## config.mk

```make
export PLATFORM = sky130hd
export DESIGN_NAME = cordic_vector_ip
export DESIGN_NICKNAME = d
export VERILOG_FILES = /design/src/rtl/cordic_vector_ip.sv
export SDC_FILE = /design/constraint.sdc
export NUM_CORES = 1
export LEC_CHECK = 0
export CAP_MARGIN = 10
export CORE_MARGIN = 1
export CORE_UTILIZATION = 45
export CTS_BUF_LIST = sky130_fd_sc_hd__clkbuf_4 sky130_fd_sc_hd__clkbuf_8
export DETAILED_ROUTE_END_ITERATION = 6
export PLACE_DENSITY = 0.64
export SYNTH_ARGS = -nofsm -noshare
export SYNTH_HDL_FRONTEND = slang
export SYNTH_SLANG_ARGS = --single-unit
```

## constraint.sdc

```tcl
create_clock -name clk -period 13.7 [get_ports clk]
set_clock_uncertainty 0.2 [all_clocks]
set_input_delay 2.74 -clock clk [delete_from_list [all_inputs] [get_ports clk]]
set_output_delay 2.74 -clock clk [all_outputs]
set_load 0.005 [all_outputs]
```

## src/rtl/cordic_vector_ip.sv

```systemverilog
// ---------------------------------------------------------------------------
// cordic_vector_ip
//
// Purpose
//   Iterative CORDIC in vectoring mode. It takes a Cartesian vector (x_in, y_in)
//   and returns its polar angle atan2(y_in, x_in) and its magnitude. The block
//   runs one micro-rotation per clock and processes one vector at a time.
//
// Ports
//   clk        in   1   rising-edge clock
//   rst        in   1   asynchronous, active-high reset
//   in_valid   in   1   x_in/y_in valid (taken only while in_ready is high)
//   in_ready   out  1   block is idle and can accept a vector
//   x_in       in   24  signed Q1.22
//   y_in       in   24  signed Q1.22
//   out_valid  out  1   angle/mag valid, held until out_ready
//   out_ready  in   1   consumer accepts the result
//   angle      out  24  signed Q2.21 radians, range (-pi, pi]
//   mag        out  24  magnitude, Q1.22, saturated to 0x7FFFFF
//
// Parameter
//   CORDIC_STAGES  number of vectoring iterations, 1..22 (default 16)
//
// Configuration macro
//   CORDIC_VEC_GAIN_COMP_EN
//     defined   : an extra GAIN state scales the final x by 1/K (0x26DD3B,
//                 Q1.22), so mag is the true magnitude; adds one cycle.
//     undefined : mag is the raw final x, including the CORDIC gain (~1.64676).
// ---------------------------------------------------------------------------
module cordic_vector_ip #(
  parameter int CORDIC_STAGES = 16
) (
  input  logic        clk,
  input  logic        rst,
  input  logic        in_valid,
  output logic        in_ready,
  input  logic [23:0] x_in,
  input  logic [23:0] y_in,
  output logic        out_valid,
  input  logic        out_ready,
  output logic [23:0] angle,
  output logic [23:0] mag
);

`ifdef CORDIC_VEC_GAIN_COMP_EN
  typedef enum logic [1:0] {
    IDLE = 2'd0,
    ITER = 2'd1,
    GAIN = 2'd2,
    DONE = 2'd3
  } state_t;
`else
  typedef enum logic [1:0] {
    IDLE = 2'd0,
    ITER = 2'd1,
    DONE = 2'd3
  } state_t;
`endif

  // Angles in Q2.21 radians.
  localparam logic [23:0] HALF_PI     = 24'h3243F6;
  localparam logic [23:0] NEG_HALF_PI = 24'hCDBC0A;

  // The counter reaching this value marks the finalisation cycle that
  // follows the last micro-rotation.
  localparam logic [4:0] LAST_CNT = 5'(CORDIC_STAGES);

`ifdef CORDIC_VEC_GAIN_COMP_EN
  // 1/K in Q1.22, K being the accumulated CORDIC gain.
  localparam logic [23:0] GAIN_K = 24'h26DD3B;
`endif

  state_t             state_q, state_d;
  logic signed [25:0] x_q, x_d;
  logic signed [25:0] y_q, y_d;
  logic        [23:0] z_q, z_d;
  logic        [4:0]  cnt_q, cnt_d;
  logic               zero_q, zero_d;
  logic        [23:0] angle_q, angle_d;
  logic        [23:0] mag_q, mag_d;

  logic signed [25:0] xExt, yExt;
  logic signed [25:0] xShift, yShift;
  logic        [23:0] atanVal;
  logic        [23:0] magRaw;

  // Elementary angles round(atan(2^-i) * 2^21). From i = 8 onward the value
  // rounds to an exact power of two.
  function automatic logic [23:0] atanLut(input logic [4:0] idx);
    logic [23:0] val;
    case (idx)
      5'd0:    val = 24'h1921FB;
      5'd1:    val = 24'h0ED634;
      5'd2:    val = 24'h07D6DD;
      5'd3:    val = 24'h03FAB7;
      5'd4:    val = 24'h01FF56;
      5'd5:    val = 24'h00FFEB;
      5'd6:    val = 24'h007FFD;
      5'd7:    val = 24'h004000;
      5'd8:    val = 24'h002000;
      5'd9:    val = 24'h001000;
      5'd10:   val = 24'h000800;
      5'd11:   val = 24'h000400;
      5'd12:   val = 24'h000200;
      5'd13:   val = 24'h000100;
      5'd14:   val = 24'h000080;
      5'd15:   val = 24'h000040;
      5'd16:   val = 24'h000020;
      5'd17:   val = 24'h000010;
      5'd18:   val = 24'h000008;
      5'd19:   val = 24'h000004;
      5'd20:   val = 24'h000002;
      5'd21:   val = 24'h000001;
      default: val = 24'h000000;
    endcase
    return val;
  endfunction

  // Clamp a wide signed magnitude into the 24-bit output. After vectoring
  // the value is never negative, but clamping to zero keeps it well defined.
  function automatic logic [23:0] satMag(input logic signed [49:0] v);
    logic [23:0] r;
    if (v[49]) begin
      r = 24'h000000;
    end else if (v > 50'sd8388607) begin
      r = 24'h7FFFFF;
    end else begin
      r = v[23:0];
    end
    return r;
  endfunction

  // Sign-extend the inputs into the datapath. The two guard bits absorb the
  // CORDIC gain growth.
  assign xExt = {{2{x_in[23]}}, x_in};
  assign yExt = {{2{y_in[23]}}, y_in};

  // Both shifts use the pre-update x/y of the current iteration.
  assign xShift  = x_q >>> cnt_q;
  assign yShift  = y_q >>> cnt_q;
  assign atanVal = atanLut(cnt_q);

`ifdef CORDIC_VEC_GAIN_COMP_EN
  logic signed [49:0] gainProd;
  logic signed [49:0] gainScaled;

  // Q3.22 * Q1.22 gives Q.44. Shifting right by 22 returns to Q1.22 and
  // truncates the fraction.
  assign gainProd   = $signed({{24{x_q[25]}}, x_q} * {26'd0, GAIN_K});
  assign gainScaled = gainProd >>> 22;
  assign magRaw     = satMag(gainScaled);
`else
  assign magRaw     = satMag({{24{x_q[25]}}, x_q});
`endif

  // State and datapath registers. Reset aborts any operation in flight.
  always_ff @(posedge clk or posedge rst) begin
    if (rst) begin
      state_q <= IDLE;
      x_q     <= '0;
      y_q     <= '0;
      z_q     <= '0;
      cnt_q   <= '0;
      zero_q  <= 1'b0;
      angle_q <= '0;
      mag_q   <= '0;
    end else begin
      state_q <= state_d;
      x_q     <= x_d;
      y_q     <= y_d;
      z_q     <= z_d;
      cnt_q   <= cnt_d;
      zero_q  <= zero_d;
      angle_q <= angle_d;
      mag_q   <= mag_d;
    end
  end

  // Next-state and datapath logic.
  // The pre-rotation folds the left half-plane into the right half-plane so
  // that the +/-1.74 rad CORDIC convergence range covers the whole circle.
  // A zero vector is flagged at capture because the iterations alone would
  // still accumulate angle on it.
  always_comb begin
    state_d = state_q;
    x_d     = x_q;
    y_d     = y_q;
    z_d     = z_q;
    cnt_d   = cnt_q;
    zero_d  = zero_q;
    angle_d = angle_q;
    mag_d   = mag_q;

    case (state_q)
      IDLE: begin
        if (in_valid) begin
          cnt_d   = '0;
          zero_d  = (x_in == 24'd0) && (y_in == 24'd0);
          state_d = ITER;
          if (!x_in[23]) begin
            x_d = xExt;
            y_d = yExt;
            z_d = 24'h000000;
          end else if (!y_in[23]) begin
            x_d = yExt;
            y_d = -xExt;
            z_d = HALF_PI;
          end else begin
            x_d = -yExt;
            y_d = xExt;
            z_d = NEG_HALF_PI;
          end
        end
      end

      ITER: begin
        if (cnt_q == LAST_CNT) begin
          angle_d = zero_q ? 24'h000000 : z_q;
`ifdef CORDIC_VEC_GAIN_COMP_EN
          state_d = GAIN;
`else
          mag_d   = magRaw;
          state_d = DONE;
`endif
        end else begin
          if (!y_q[25]) begin
            x_d = x_q + yShift;
            y_d = y_q - xShift;
            z_d = z_q + atanVal;
          end else begin
            x_d = x_q - yShift;
            y_d = y_q + xShift;
            z_d = z_q - atanVal;
          end
          cnt_d = cnt_q + 5'd1;
        end
      end

`ifdef CORDIC_VEC_GAIN_COMP_EN
      GAIN: begin
        mag_d   = magRaw;
        state_d = DONE;
      end
`endif

      DONE: begin
        if (out_ready) begin
          state_d = IDLE;
        end
      end

      default: begin
        state_d = IDLE;
      end
    endcase
  end

  assign in_ready  = (state_q == IDLE);
  assign out_valid = (state_q == DONE);
  assign angle     = angle_q;
  assign mag       = mag_q;

endmodule

```

# --- Word level (Yosys, flattened, before mapping) ---
# Memories as Yosys holds them, arrays and structs flattened.
# Index checks and enable logic that the tools add are counted.
# W data, S select, Z words.
word_totals:
  reg_bits: 132
  mem_bits_ro: 672
  inputBits: 52
  output_inout_bits: 50
  word_cells: 65
  n_memories: 1
mem_list:
  columns: ["name", "words", "width", "read_ports", "rd_clocked_by_memory_dff", "write_ports", "line", "source"]
  rows:
  - ["(no name shown)", 32, 21, 1, 0, 0, "91", "case (idx)"]
classes:
  add_sub_neg: 9
  magnitude_cmp: 1
  eq_ne: 7
  shifts: 2
  mux: 28
  n_reduce_logical: 9
ops:
  columns: ["cell", "n"]
  rows:
  - ["$mux W26", 10]
  - ["$mux W24", 8]
  - ["$pmux W26 S2", 2]
  - ["$add A26 B26 Y26", 2]
  - ["$neg A24 Y26", 2]
  - ["$sshr A26 B5 Y26", 2]
  - ["$sub A26 B26 Y26", 2]
  - ["$logic_not A24 Y1", 2]
  - ["$pmux W24 S2", 1]
  - ["$gt A26 B24 Y1 const B", 1]
  - ["$add A24 B24 Y24", 1]
  - ["$sub A24 B24 Y24", 1]
  - ["$mux W5", 2]
  - ["$pmux W5 S2", 1]
  - ["$mux W2", 3]
  - ["$ne A2 B2 Y1 const B", 3]
  - ["$pmux W2 S3", 1]
  - ["$reduce_and A3 Y1", 2]
  - ["$add A5 B1 Y5 const B", 1]
  - ["$eq A5 B5 Y1 const B", 1]
  - ["$reduce_and A2 Y1", 2]
  - ["$eq A2 B1 Y1 const B", 1]
  - ["$eq A2 B2 Y1 const B", 1]
  - ["$logic_not A2 Y1", 1]
  - ["3 further kinds", 3]

# --- Depth between registers and ports, before layout ---
depth:
  depth_word: 5
  mapped_depth: 28
  depth_no_buf: 24

# --- Least setup slack after synthesis ---
# OpenSTA, ideal clock, no wires.
synth_timing:
  path_kind: "register -> register"
  from: "register cnt_q[1]"
  to: "register y_q[24]"
  setup_time_ns: 0.137
  arrival_ns: 5.304
  t_required_ns: 13.363
  slack_ns: 8.059
  stages_incl_launch_ff: 23
  n_path_buf: 2
  period_less_slack_ns: 5.641
  path_cell_list: "dfrtp_1 > buf_6 > buf_8 > mux4_1 > mux4_2 > mux2i_1 > and3_1 > and3_1 > nand2_1 > nor3_2 > nor2_1 > xor2_1 > ha_1 > a21o_1 > o21a_1 > o21ai_0 > a31oi_1 > or4_1 > and3_1 > a2111oi_0 > a21oi_1 > xnor2_1 > a21oi_1"
synth_via:
  elab_chain_cells: 5
  word_cells_on_any_way: 9
  classes_between: "add/sub (2); eq/ne (2); shift (1); mux (3); reduce/logical (1)"
synth_rtl:
  columns: ["item", "line", "source"]
  rows:
  - ["start, declared", "77", "logic [4:0] cnt_q, cnt_d;"]
  - ["start signal, assigned", "172", "cnt_q <= cnt_d;"]
  - ["$sshr A26 B5 Y26", "139", "assign xShift = x_q >>> cnt_q;"]
  - ["$sub A26 B26 Y26 / $add A26 B26 Y26 (equally long branches)", "228, 232", null]
  - ["$mux W26", "226", "if (!y_q[25]) begin"]
  - ["$mux W26", "217", "if (cnt_q == LAST_CNT) begin"]
  - ["$pmux W26 S2", "194", "case (state_q)"]
  - ["end signal, assigned", "170", "y_q <= y_d;"]
  - ["end, declared", "75", "logic signed [25:0] y_q, y_d;"]
# Parallel ways exist; a longest one is shown, timed or not. The select of a mux whose other input is x is not followed.
# A chain may end at the register's enable or synchronous reset.

# --- Final worst setup path ---
# Ends and elaborated chain as after synthesis.

==> flow_summary.ini <==
[timing]
rsz0062_at_grt = false
period_needed_ns = 6.83
tightest_slew_ns = 0.960
fmax_ghz = 0.146
finalSetupTns_ns = 0
fin_crit_sh_pct = 49.9
slew_violations = 0
hold_viol = 0
hold_slack_ns = 0.282
relSlewSlack_pct = 36.0
setup_viol = 0

[synth]
synth_nets = 2118
synth-compound-area-share_pct = 24.9
synth_edf_count = 0
synthCells = 1974
async_reset_ff_share_pct = 100
synth_top_family_by_area = compound AO/OA/AOI/OAI gates
synth_area_leaders = dfrtp_1 21%, mux4_2 9.3%, a21oi_1 7.1%, ha_1 7.1%, nor2_1 5.8%
synth.top_cell.area_share_pct = 21.0
avgSynthCellArea_um2 = 7.99
ys_types = 85
synth-seq-cells = 132
synth_most_common_cell = nor2_1
ys_warn_count = 0
ys.flop_type = dfrtp_1
synth_area_leader_cell = dfrtp_1
yosys-top-cells-count = 244 x nor2_1, 224 x a21oi_1, 186 x nand2_1
synth.mux.area_fraction_pct = 13.4
synth-simple-area-share_pct = 20.1
synthAdderAreaFrac_pct = 7.44
synth_xor_area_share_pct = 8.28
seq_area_frac_synth_pct = 21.0
synth_area_mm2 = 0.0158

[drt]
dr.first_iter.drc_count = 1393
drt_wl_total_um = 54300
drt-pass1-iter-count = 6
drtAntennaViolNets = 0
drc = 0
viasPerCell = 6.31
vias = 15500
wire_per_inst_um = 22.1

[cts]
cts_sinks = 132
ctsHoldBuffers = 0
htreeDepth = 4
cts.repair.resized = 0
cts_tree = built
clock_path_buffers = 2
clk_pin_slew_ns = 0.10
post-cts-setup-buffers = 0
root_buffer = clkbuf_8
numCtsBuffers = 17
clk_latency_ns = 0.51

[grt]
grt_pass1_vias = 14700
track_usage_pct = 30.7
grt_overflow = 0
grt_pass1_wl_um = 85200
grt_max_degree = 97
antenna_found_initial = 1

[placement]
gp_congestion = 1.01
hpwl_um = 40400
io_buffers = 101

[worst_setup_path]
timing.rr.end = y_q[24]
critPathLaunch = cnt_q[1]
worstRegToRegCells = 21
crit_end = y_q[24]
cp-start-kind = flop
criticalPathCategory = reg2reg
end_kind = flop
cp_max_fo = 68
crit_required_ns = 13.89
cp_data_arrival_time_ns = 7.03
r2r-start = cnt_q[1]
r2r_slack_ns = 6.87

[floorplanning]
row_count = 68
dieArea_mm2 = 0.0358
initial_core_util_pct = 45.6
fp.dieW_um = 189
die_h_um = 189
io_pins = 102
core_area_mm2 = 0.0345

[cells_and_area]
diodes = 0
area_growth_pct = 10.3
nFillCells = 3315
drive_gt1_share_pct = 8.88
final_nets = 2136

[job]
drv_cap = 0

[outcome]
status = completed

[hold_path]
hold_class = reg2reg
## layout by cell type (no fill, tap or decap), drive strengths merged, types with 16 or more instances in the layout
cell type	instances
clkbuf	18
buf	28
inv	51
o21ai	125
o31ai	41
mux4	68
dfrtp	132
mux2	21
xnor2	91
a31oi	30
or3	19
and3	16
clkdlybuf4s50	100
nor2	244
nand2	187
nand3	39
a211oi	41
a21oi	224
nand2b	41
a21o	30
nor3	44
o21a	20
nor2b	22
xor2	58
mux2i	33
ha	89
## routing by layer
| layer | vias up | global-route usage (%) | share of wire, % |
|---|---|---|---|
| met3 | 111 | 4.58 | 6.7 |
| li1 | 7304 | - | - |
| met1 | 7463 | 39.3 | 41 |
| met4 | 0 | 13.0 | 4.2 |
| met5 | - | 0 | 0 |
| met2 | 634 | 51.4 | 48 |
## cells by family after synthesis
kind of cell	Yosys count
buf+inv	174
xor+xnor	149
compound gates	624
simple gates	681
fa+ha+maj	92
mux	122
flops	132
## flip-flops by register name (all words and copies together) (netlist names)
register  count
zero_q        1
z_q          24
state_q       2
y_q          26
mag          24
angle        24
x_q          26
cnt_q         5
## critical path, cell delays in order (launching register included)
cell       delay (ns)
dfrtp_4          0.68
buf_4            0.75
mux2_2           0.41
o22a_1           0.24
a32oi_1          0.20
nand3_1          0.16
nor3b_1          0.40
nand2_1          0.17
nor3_2           0.38
nor2_1           0.09
xor2_1           0.17
ha_1             0.34
a21o_1           0.23
o21a_1           0.21
o21ai_0          0.15
a31oi_1          0.09
or4_1            0.46
and3_1           0.17
a2111oi_0        0.74
a21oi_1          0.18
xnor2_1          0.19
a21oi_1          0.08
## layout make-up
type / instances / area (um2) / share of cell area (%)
clock buffers: 18 / 248 / 1.42
clock inverters: 14 / 166 / 0.957
inverters: 45 / 174 / 1.00
multi-input cells: 1668 / 11700 / 67.3
flip-flops and latches: 132 / 3310 / 19.1
well taps: 455 / 569 / 3.27
repair buffers: 128 / 1210 / 6.95
## per-stage QoR
step                      instance area (um2)  worst slack [ns]  utilization (%)  std cells
final                                   17400              6.87             50.3       2460
after global placement                  17000              6.87             49.1       2428
after floorplan                         15800              7.23                -       1974
after CTS                               17400              6.86             50.3       2460
after detailed placement                17000              6.87             49.1       2428
after global routing                    17400              6.30             50.3       2460
## worst min path at each step
stage	startpoint	to	slack (ns)	depth (start not counted)
detailed placement	mag[12]	mag[12]	0.27	2
global placement	angle[20]	angle[20]	0.26	2
CTS	mag[12]	mag[12]	0.29	2
floorplan	z_q[0]	z_q[0]	0.27	2
finish	angle[23]	angle[23]	0.28	2
global route	angle[23]	angle[23]	0.31	2
Power is not shown: default switching activity piles up to over one toggle a cycle in this logic, so the estimate is an artifact.
